File: config.mk
export PLATFORM = sky130hd
export DESIGN_NAME = matrix_output_collector
export DESIGN_NICKNAME = d
export VERILOG_FILES = /design/src/rtl/matrix_output_pkg.sv /design/src/rtl/collector_fifo.sv /design/src/rtl/matrix_output_collector.sv
export SDC_FILE = /design/constraint.sdc
export NUM_CORES = 1
export LEC_CHECK = 0
export BUFFER_PORTS_ARGS = -buffer_cell sky130_fd_sc_hd__buf_2
export CORE_MARGIN = 1
export CORE_UTILIZATION = 68
export CTS_BUF_LIST = sky130_fd_sc_hd__clkbuf_8
export CTS_CLUSTER_DIAMETER = 100
export CTS_CLUSTER_SIZE = 25
export DETAILED_ROUTE_END_ITERATION = 8
export GPL_TIMING_DRIVEN = 0
export PLACE_DENSITY = 0.92
export SKIP_LAST_GASP = 1
export SYNTH_ARGS = -nofsm -noshare
export SYNTH_HDL_FRONTEND = slang
export SYNTH_SLANG_ARGS = --single-unit
File: constraint.sdc
create_clock -name clk -period 11.5 [get_ports clk]
set_input_delay 2.875 -clock clk [delete_from_list [all_inputs] [get_ports clk]]
set_output_delay 2.875 -clock clk [all_outputs]
set_load 0.02 [all_outputs]
File: src/rtl/matrix_output_pkg.sv
// Shared types for the matrix output collector: FIFO entry tag, arbiter states,
// drop counter width.
package matrix_output_pkg;

  localparam int DROP_COUNT_WIDTH = 16;

  // Marker part of a FIFO entry; the element data is appended by the collector.
  typedef struct packed {
    logic eom;
    logic end_row;
    logic data_valid;
  } entry_tag_t;

  typedef enum logic {
    ARB_IDLE,
    ARB_LOCKED
  } arb_state_t;

  function automatic logic closes_row(entry_tag_t tag);
    return tag.eom | tag.end_row;
  endfunction

endpackage

File: src/rtl/collector_fifo.sv
// Per-channel FIFO: registered count, full/empty flags, one write and one read port.
// Read data is the head entry, available combinationally.
module collector_fifo #(
  parameter int WIDTH = 35,
  parameter int DEPTH = 8
) (
  input  logic             clk_i,
  input  logic             reset_i,
  input  logic             wr_en_i,
  input  logic [WIDTH-1:0] wr_data_i,
  input  logic             rd_en_i,
  output logic [WIDTH-1:0] rd_data_o,
  output logic             full_o,
  output logic             empty_o
);

  localparam int AW = $clog2(DEPTH);

  logic [WIDTH-1:0] mem_q [DEPTH];
  logic [AW-1:0]    wr_ptr_q, rd_ptr_q;
  logic [AW:0]      count_q;
  logic             do_wr, do_rd;

  assign full_o  = (count_q == (AW+1)'(DEPTH));
  assign empty_o = (count_q == '0);
  assign do_wr   = wr_en_i & ~full_o;
  assign do_rd   = rd_en_i & ~empty_o;
  assign rd_data_o = mem_q[rd_ptr_q];

  // Pointers wrap naturally because DEPTH is a power of two.
  always_ff @(posedge clk_i or posedge reset_i) begin
    if (reset_i) begin
      wr_ptr_q <= '0;
      rd_ptr_q <= '0;
      count_q  <= '0;
    end else begin
      if (do_wr) wr_ptr_q <= wr_ptr_q + AW'(1);
      if (do_rd) rd_ptr_q <= rd_ptr_q + AW'(1);
      case ({do_wr, do_rd})
        2'b10:   count_q <= count_q + (AW+1)'(1);
        2'b01:   count_q <= count_q - (AW+1)'(1);
        default: count_q <= count_q;
      endcase
    end
  end

  always_ff @(posedge clk_i) begin
    if (do_wr) mem_q[wr_ptr_q] <= wr_data_i;
  end

endmodule

File: src/rtl/matrix_output_collector.sv
// Merges per-channel matrix output streams into one row-atomic output stream.
// Optional feature: define OUTPUT_COLLECTOR_DROP_COUNT_EN for saturating drop counters.
module matrix_output_collector
  import matrix_output_pkg::*;
#(
  parameter int NUM_CHANNELS = 4,
  parameter int DATA_WIDTH   = 32,
  parameter int FIFO_DEPTH   = 8,
  localparam int CW          = (NUM_CHANNELS > 1) ? $clog2(NUM_CHANNELS) : 1
) (
  input  logic                               clk,
  input  logic                               reset,
  input  logic [NUM_CHANNELS-1:0]            in_en,
  input  logic [NUM_CHANNELS*DATA_WIDTH-1:0] in_data,
  input  logic [NUM_CHANNELS-1:0]            in_end_row,
  input  logic [NUM_CHANNELS-1:0]            in_end,
  output logic                               out_valid,
  input  logic                               out_ready,
  output logic [DATA_WIDTH-1:0]              out_data,
  output logic                               out_data_valid,
  output logic                               out_end_row,
  output logic                               out_end,
  output logic [CW-1:0]                      out_channel,
  output logic [NUM_CHANNELS-1:0]            overflow,
  output logic [NUM_CHANNELS*DROP_COUNT_WIDTH-1:0] drop_count
);

  localparam int EW = DATA_WIDTH + 3;

  typedef struct packed {
    entry_tag_t            tag;
    logic [DATA_WIDTH-1:0] data;
  } entry_t;

  entry_t                  wr_entry [NUM_CHANNELS];
  entry_t                  rd_entry [NUM_CHANNELS];
  logic [NUM_CHANNELS-1:0] wr_req, fifo_full, fifo_empty, pop;

  for (genvar i = 0; i < NUM_CHANNELS; i++) begin : g_ch
    assign wr_req[i] = in_en[i] | in_end_row[i] | in_end[i];
    assign wr_entry[i].tag.eom        = in_end[i];
    assign wr_entry[i].tag.end_row    = in_end_row[i];
    assign wr_entry[i].tag.data_valid = in_en[i];
    assign wr_entry[i].data = in_en[i] ? in_data[i*DATA_WIDTH +: DATA_WIDTH] : '0;

    collector_fifo #(
      .WIDTH(EW),
      .DEPTH(FIFO_DEPTH)
    ) u_fifo (
      .clk_i    (clk),
      .reset_i  (reset),
      .wr_en_i  (wr_req[i]),
      .wr_data_i(wr_entry[i]),
      .rd_en_i  (pop[i]),
      .rd_data_o(rd_entry[i]),
      .full_o   (fifo_full[i]),
      .empty_o  (fifo_empty[i])
    );
  end

  arb_state_t              state_q;
  logic [CW-1:0]           lock_q, rr_q;
  logic                    out_valid_q, out_data_valid_q, out_end_row_q, out_end_q;
  logic [DATA_WIDTH-1:0]   out_data_q;
  logic [CW-1:0]           out_channel_q;
  logic [NUM_CHANNELS-1:0] overflow_q;

  logic                    load, found;
  logic [CW-1:0]           grant;
  entry_t                  head;

  // Locked: only the locked channel may pop. Idle: round-robin after rr_q.
  always_comb begin
    int unsigned idx;
    load  = ~out_valid_q | out_ready;
    found = 1'b0;
    grant = lock_q;
    idx   = 0;
    if (state_q == ARB_LOCKED) begin
      found = ~fifo_empty[lock_q];
    end else begin
      grant = rr_q;
      for (int unsigned k = 1; k <= NUM_CHANNELS; k++) begin
        idx = (32'(rr_q) + k) % NUM_CHANNELS;
        if (!found && !fifo_empty[idx]) begin
          found = 1'b1;
          grant = CW'(idx);
        end
      end
    end
    pop = '0;
    if (load && found) pop[grant] = 1'b1;
    head = rd_entry[grant];
  end

  always_ff @(posedge clk or posedge reset) begin
    if (reset) begin
      state_q          <= ARB_IDLE;
      lock_q           <= '0;
      rr_q             <= CW'(NUM_CHANNELS - 1);
      out_valid_q      <= 1'b0;
      out_data_q       <= '0;
      out_data_valid_q <= 1'b0;
      out_end_row_q    <= 1'b0;
      out_end_q        <= 1'b0;
      out_channel_q    <= '0;
      overflow_q       <= '0;
    end else begin
      overflow_q <= overflow_q | (wr_req & fifo_full);
      if (load) begin
        out_valid_q      <= found;
        out_data_q       <= found ? head.data : '0;
        out_data_valid_q <= found & head.tag.data_valid;
        out_end_row_q    <= found & head.tag.end_row;
        out_end_q        <= found & head.tag.eom;
        out_channel_q    <= found ? grant : '0;
        if (found) begin
          rr_q <= grant;
          if (closes_row(head.tag)) begin
            state_q <= ARB_IDLE;
          end else begin
            state_q <= ARB_LOCKED;
            lock_q  <= grant;
          end
        end
      end
    end
  end

  assign out_valid      = out_valid_q;
  assign out_data       = out_data_q;
  assign out_data_valid = out_data_valid_q;
  assign out_end_row    = out_end_row_q;
  assign out_end        = out_end_q;
  assign out_channel    = out_channel_q;
  assign overflow       = overflow_q;

`ifdef OUTPUT_COLLECTOR_DROP_COUNT_EN
  logic [NUM_CHANNELS*DROP_COUNT_WIDTH-1:0] drop_cnt_q;

  always_ff @(posedge clk or posedge reset) begin
    if (reset) begin
      drop_cnt_q <= '0;
    end else begin
      for (int unsigned i = 0; i < NUM_CHANNELS; i++) begin
        if (wr_req[i] && fifo_full[i] && drop_cnt_q[i*DROP_COUNT_WIDTH +: DROP_COUNT_WIDTH] != '1)
          drop_cnt_q[i*DROP_COUNT_WIDTH +: DROP_COUNT_WIDTH] <=
            drop_cnt_q[i*DROP_COUNT_WIDTH +: DROP_COUNT_WIDTH] + DROP_COUNT_WIDTH'(1);
      end
    end
  end

  assign drop_count = drop_cnt_q;
`else
  assign drop_count = '0;
`endif

endmodule

==> impl_metrics.ini, run 1 <==
[cts]
post_cts_buffers = 0
cts.sinks = 1207
numCtsBuffers = 54
cts_tree = built
clock_path_buffers = 3
cts_resized = 0
htreeDepth = 2
cts_hold_buf = 0
cts-root-buf = clkbuf_8
clk_pin_slew_ns = 0.15
worstSkewPairLatency_ns = 0.79

[logic_synthesis]
async_reset_ff_share_pct = 7.21
synth_seq_cells = 1207
avgSynthCellArea_um2 = 19.5
synth_edf_count = 1120
synthTopCellsByArea = edfxtp_1 (69%), mux4_2 (13%), dfrtp_1 (4.4%)
yosys_warnings = 0
ys_seq_area_share_pct = 73.9
synthCells = 2484
synth.largest_area_cell = edfxtp_1
synth.top_cell.area_share_pct = 69.4
ys_types = 54
yosys_most_used_dff = edfxtp_1
netlist_area_um2 = 48400

[sta]
timing.slew.headroom_pct = 15.2
worst_pin_slew_ns = 1.27
fmaxAchievable_mhz = 184
final_max_slew_viol_count = 0
skew_ns = 0.0622
setup-tns-final_ns = 0
fin_crit_ns = 5.44
rsz0062_at_grt = false
final_hold_viol_count = 0
final.period_utilization_pct = 47.3
setup-violations-final = 0

[setup_path]
path_max_fanout = 14
criticalPathCategory = in2reg
cp-end-kind = flip-flop
start_kind = primary input
required_ns = 11.95
cp.arrival_ns = 5.89

[cells_and_area]
design_area_um2 = 53000
drive_above_1_share_pct = 25.6
syn_to_final_growth_pct = 9.32
fin_cells = 3840
utilization_pct = 75.4
nets = 3015

[drt]
wirelength_mm = 122
via_count = 26771
drt_iter0_drc = 4217
drcViolationCount = 0
wl_per_cell_um = 31.6
drt-pass1-iter-count = 7
ant_nets = 0
vias_per_cell = 6.97

[global_routing]
grt_use_total_pct = 34.1
grt_pass1_wl_mm = 174
overflow = 0
grt_pass1_vias = 26396
grt_start_max_net_pins = 62
antenna_found_initial = 5

[pwr]
power_mw = 14.3
power_leakage_nw = 18.2
p_per_area_nw_per_um2 = 270
ir_worst_vdd_v = 0.000169

[floorplanning]
chipWidth_um = 269
die_h_um = 269
io_pins = 249
core_area_um2 = 70300
row_count = 97
dieArea_um2 = 72300
initial_core_util_pct = 68.9

[placement]
place.gp.congestion = 0.909
place.port_buffers = 184
placed_area_um2 = 52000
hpwl_mm = 84.8
dp_cells = 3736

[run_status]
status = finished clean

[job]
cap_violations = 0

[hold_path]
hold_path_class = reg2reg
-- logic make-up after synthesis --
| logic type | synth area share, % |
|---|---|
| AOI/OAI and AO/OA | 2.52 |
| xor gates and xnor gates | 0.651 |
| adders and majority gates | 0.517 |
| buffers and inverters | 2.20 |
| DFF | 73.9 |
| muxes | 15.6 |
| other | 0.00774 |
| and+or+nand+nor | 4.57 |
-- power by group --
part | total [mW] | switching (mW) | internal (mW)
combinational | 6.07 | 3.82 | 2.25
clock | 1.71 | 1.23 | 0.480
sequential | 6.54 | 0.487 | 6.05
total | 14.3 | 5.54 | 8.78
-- placed cells by master (no fill, tap or decap), types with 4 or more instances in the layout --
master,count
buf_6,33
buf_1,16
and2_1,128
nor2_1,14
nor3_2,11
nand2b_1,15
buf_12,12
mux2i_1,108
mux2_2,11
conb_1,64
or3_1,4
a21oi_1,44
xnor2_1,13
a31o_2,4
edfxtp_1,1120
nand3_1,68
dfrtp_1,85
nor3_1,6
buf_16,10
a21o_1,5
mux4_2,281
nand2_1,139
o211ai_1,33
o22ai_1,35
clkbuf_1,94
clkbuf_8,55
nor2_4,21
buf_4,73
a22oi_1,33
xor2_1,23
nand3b_1,8
buf_8,4
ha_1,20
inv_1,50
buf_2,206
o21ai_0,12
-- worst paths after layout --
check | startpoint | to | slack [ns] | depth (start not counted)
worst max-delay path | in_en[2] | g_ch[2].u_fifo.mem_q[1][30] | 6.06 | 7
worst min-delay path | out_channel[1] | out_channel[1] | 0.50 | 1
worst max register to register | g_ch[0].u_fifo.count_q[1] | g_ch[3].u_fifo.count_q[2] | 7.24 | 14
worst min register to register | out_channel[1] | out_channel[1] | 0.50 | 1
max in group asynchronous | reset | g_ch[2].u_fifo.rd_ptr_q[2] | 8.70 | 3
min in group asynchronous | reset | g_ch[1].u_fifo.count_q[3] | 2.11 | 2
-- metrics by stage --
step,hold WS (ns),setup WS [ns]
floorplan,0.458,4.45
global placement,0.453,0.985
detailed placement,0.464,5.43
CTS,0.497,6.19
global route,0.506,6.09
finish,0.496,6.06
-- flip-flops by register name (all words and copies together), names as in the netlist --
| name | count |
|---|---|
| out_end | 1 |
| g_ch.u_fifo.mem_q | 1120 |
| g_ch.u_fifo.rd_ptr_q | 12 |
| lock_q | 2 |
| out_channel | 2 |
| g_ch.u_fifo.wr_ptr_q | 12 |
| overflow | 4 |
| state_q | 1 |
| rr_q | 2 |
| out_valid | 1 |
| out_data_valid | 1 |
| out_end_row | 1 |
| g_ch.u_fifo.count_q | 16 |
| out_data | 32 |
-- layout make-up --
| cell class | instances | area, um2 |
|---|---|---|
| plain buffers | 199 | 1030 |
| multi-input cells | 1131 | 12000 |
| inverters | 10 | 40.0 |
| diodes | 3 | 7.51 |
| clock buffers | 55 | 757 |
| fillers | 3418 | 17300 |
| clock inverters | 46 | 213 |
| well taps | 940 | 1180 |
| flip-flops and latches | 1207 | 35800 |
| repair buffers | 249 | 1910 |
-- critical path: stages --
cell	delay (ns)
buf_2	0.32
or3_1	0.26
a21boi_1	0.55
nand2_1	0.41
nor3_2	0.98
buf_6	0.29
buf_8	0.18
-- cells in the mapped netlist, types with 2 or more instances --
cell type and count:
o22ai_1 35, buf_1 16, o21ai_0 12, dfrtp_1 85
nor3_1 16, inv_1 9, ha_1 20, nor4_1 3
o211ai_1 33, a22oi_1 33, nand2_1 139, buf_2 22
xnor2_1 13, nor2_1 35, nor2b_1 2, buf_4 66
a21o_1 5, edfxtp_1 1120, mux2_1 3, and2_1 128
nor4_2 2, a21oi_1 44, nand3b_1 8, xor2_1 23
nand3_1 68, clkbuf_1 94, nor4_4 2, a31o_2 4
a211oi_1 2, or3_1 4, mux2_2 11, mux2i_1 108
dfstp_2 2, a21boi_1 3, mux4_2 281, nand2b_1 15
-- metal layers --
layer  GRT usage, %  routed length (um)
met5              0                  26
met1           44.3               40000
met3           7.83               14700
met2           55.2               59500
met4           16.8                7240
Note: power is estimated with default switching activity, not from simulation.
==> run 2: changes to the inputs <==
--- a/config.mk
+++ b/config.mk
@@ -7,13 +7,13 @@
 export LEC_CHECK = 0
 export BUFFER_PORTS_ARGS = -buffer_cell sky130_fd_sc_hd__buf_2
 export CORE_MARGIN = 1
-export CORE_UTILIZATION = 68
+export CORE_UTILIZATION = 57
 export CTS_BUF_LIST = sky130_fd_sc_hd__clkbuf_8
 export CTS_CLUSTER_DIAMETER = 100
 export CTS_CLUSTER_SIZE = 25
 export DETAILED_ROUTE_END_ITERATION = 8
 export GPL_TIMING_DRIVEN = 0
-export PLACE_DENSITY = 0.92
+export PLACE_DENSITY = 0.83
 export SKIP_LAST_GASP = 1
 export SYNTH_ARGS = -nofsm -noshare
 export SYNTH_HDL_FRONTEND = slang
==> constraint.sdc (replaced) <==
create_clock -name clk -period 4.9 [get_ports clk]
set_input_delay 1.225 -clock clk [delete_from_list [all_inputs] [get_ports clk]]
set_output_delay 1.225 -clock clk [all_outputs]
set_load 0.02 [all_outputs]
==> run 2 against run 1 <==
Sequential share of layout area down 0.34 points; critical path type is now reg2reg; critical endpoint is now g_ch[1].u_fifo.count_q[2]; clock skew down 0.0097 ns; non-clock buffer count unchanged; hold slack worse by 0.028 ns; final area up 0.51%; final cell count up 5.0%; global-route usage down 7.8 points; clock power up 130%.
==> impl_metrics.ini, run 2 (synthesis gave the netlist of run 1 again) <==
[run_status]
status = finished clean

[setup_path]
required_ns = 5.54
path_cells = buf_2 -> nor4_2 -> and3b_1 -> a211o_1 -> buf_2 -> o21ai_2 -> nor4_2 -> ha_1 -> xor2_1 -> ha_1 -> a21oi_1 -> xor2_1 -> nor2_1 -> xor2_1
path_max_fanout = 8
cp.arrival_ns = 4.68
path_delay_family = simple AND/OR/NAND/NOR gates
cp_num_buf_inv = 2
cp_slowest_cell = nor4_2
crit_path_frequent_cell = xor2_1
cp-end-kind = flip-flop
start_kind = flip-flop
cpPeakStageDelay_ns = 0.70
criticalPathCategory = reg2reg
r2r_slack_ns = 0.86

[drt]
via_count = 25365
ant_nets = 0
drt_iter0_drc = 3206
drcViolationCount = 0
wl_per_cell_um = 28.1
drt-pass1-iter-count = 6
wirelength_mm = 113
vias_per_cell = 6.29

[pwr]
power_leakage_nw = 18.2
power_mw = 33.0
ir_worst_vdd_v = 0.000327
p_per_area_nw_per_um2 = 620

[sta]
skew_ns = 0.0525
final_max_slew_viol_count = 0
setup-violations-final = 0
final.period_utilization_pct = 82.4
fin_crit_ns = 4.04
finalWorstSetupSlack_ns = 0.863
rsz0062_at_grt = false
fmaxAchievable_mhz = 248
final_hold_viol_count = 0
worst_pin_slew_ns = 1.05
timing.slew.headroom_pct = 30.0

[cts]
cts-root-buf = clkbuf_8
cts.sinks = 1207
worstSkewPairLatency_ns = 0.77
cts_hold_buf = 0
htreeDepth = 2
clock_path_buffers = 3
numCtsBuffers = 54
cts_tree = built
clk_pin_slew_ns = 0.16
post_cts_buffers = 0
cts_resized = 0

[floorplanning]
initial_core_util_pct = 57.8
io_pins = 249
core_area_um2 = 83800
chipWidth_um = 294
die_h_um = 294
dieArea_um2 = 86200
row_count = 106

[cells_and_area]
regMostFlops = g_ch.u_fifo.mem_q
nets = 3015
final_common_cell = edfxtp_1
final_cell_mix = edfxtp_1 (1120), mux4_2 (281), buf_2 (206)
largest_reg_flops = 1120
syn_to_final_growth_pct = 9.88
drive_above_1_share_pct = 25.6

[placement]
place_ws_ns = 0.763
place.gp.congestion = 0.871
hpwl_mm = 80.8
place.port_buffers = 184

[global_routing]
overflow = 0
grt_use_total_pct = 26.3
grt_pass1_wl_mm = 164
antenna_found_initial = 7
grt_start_max_net_pins = 61
grt_pass1_vias = 25261

[job]
cap_violations = 0

[hold_path]
hold_path_class = in2async
## run 2: cell type report
cell class / count / area (um2)
diodes: 2 / 5.00
flip-flops and latches: 1207 / 35800
inverters: 10 / 40.0
clock inverters: 46 / 195
well taps: 1134 / 1420
plain buffers: 199 / 1030
clock buffers: 55 / 757
multi-input cells: 1131 / 12000
fillers: 5478 / 30600
repair buffers: 249 / 1950
## run 2: per-layer routing
layer / track usage (%) / share of wire, % / vias to the layer above
met5: 0 / 0.028 / -
met4: 9.02 / 3.8 / 6
met3: 5.26 / 11 / 216
met2: 43.7 / 49 / 1678
met1: 35.1 / 35 / 12938
li1: - / - / 10527
## run 2: worst paths after layout
path / to / startpoint / depth (start not counted)
max: g_ch[1].u_fifo.count_q[2] / g_ch[0].u_fifo.count_q[1] / 14
max reg2reg: g_ch[1].u_fifo.count_q[2] / g_ch[0].u_fifo.count_q[1] / 14
min: g_ch[1].u_fifo.count_q[3] / reset / 2
min reg2reg: overflow[0] / overflow[0] / 1
min in group clk: overflow[0] / overflow[0] / 1
max in group asynchronous: out_data[15] / reset / 3
## run 2: worst reg2reg max path: cells and delay by family, from the launching register on
kind	cells	cell delay (ns)
XOR/XNOR	3	0.45
adder cells (fa/ha/maj)	2	0.57
AND/OR/NAND/NOR	4	1.72
flip-flops	1	0.40
buffers and inverters	2	0.38
AO/OA/AOI/OAI	3	0.39
## run 2: metrics by stage
stage	area, um2	cells	setup TNS, ns	hold slack, ns	util [%]
after detailed placement	52300	3930	0	0.454	62.4
final	53200	4033	0	0.468	63.5
after CTS	53200	4031	0	0.449	63.5
after floorplan	48700	2547	0	0.458	-
after global routing	53200	4033	0	0.474	63.5
after global placement	51000	3865	-1412.99	0.458	60.9
## run 2: power breakdown
| part | total [mW] | internal (mW) | switching (mW) |
|---|---|---|---|
| logic | 13.8 | 5.29 | 8.56 |
| registers | 15.2 | 14.2 | 0.987 |
| clock network | 3.95 | 1.08 | 2.87 |
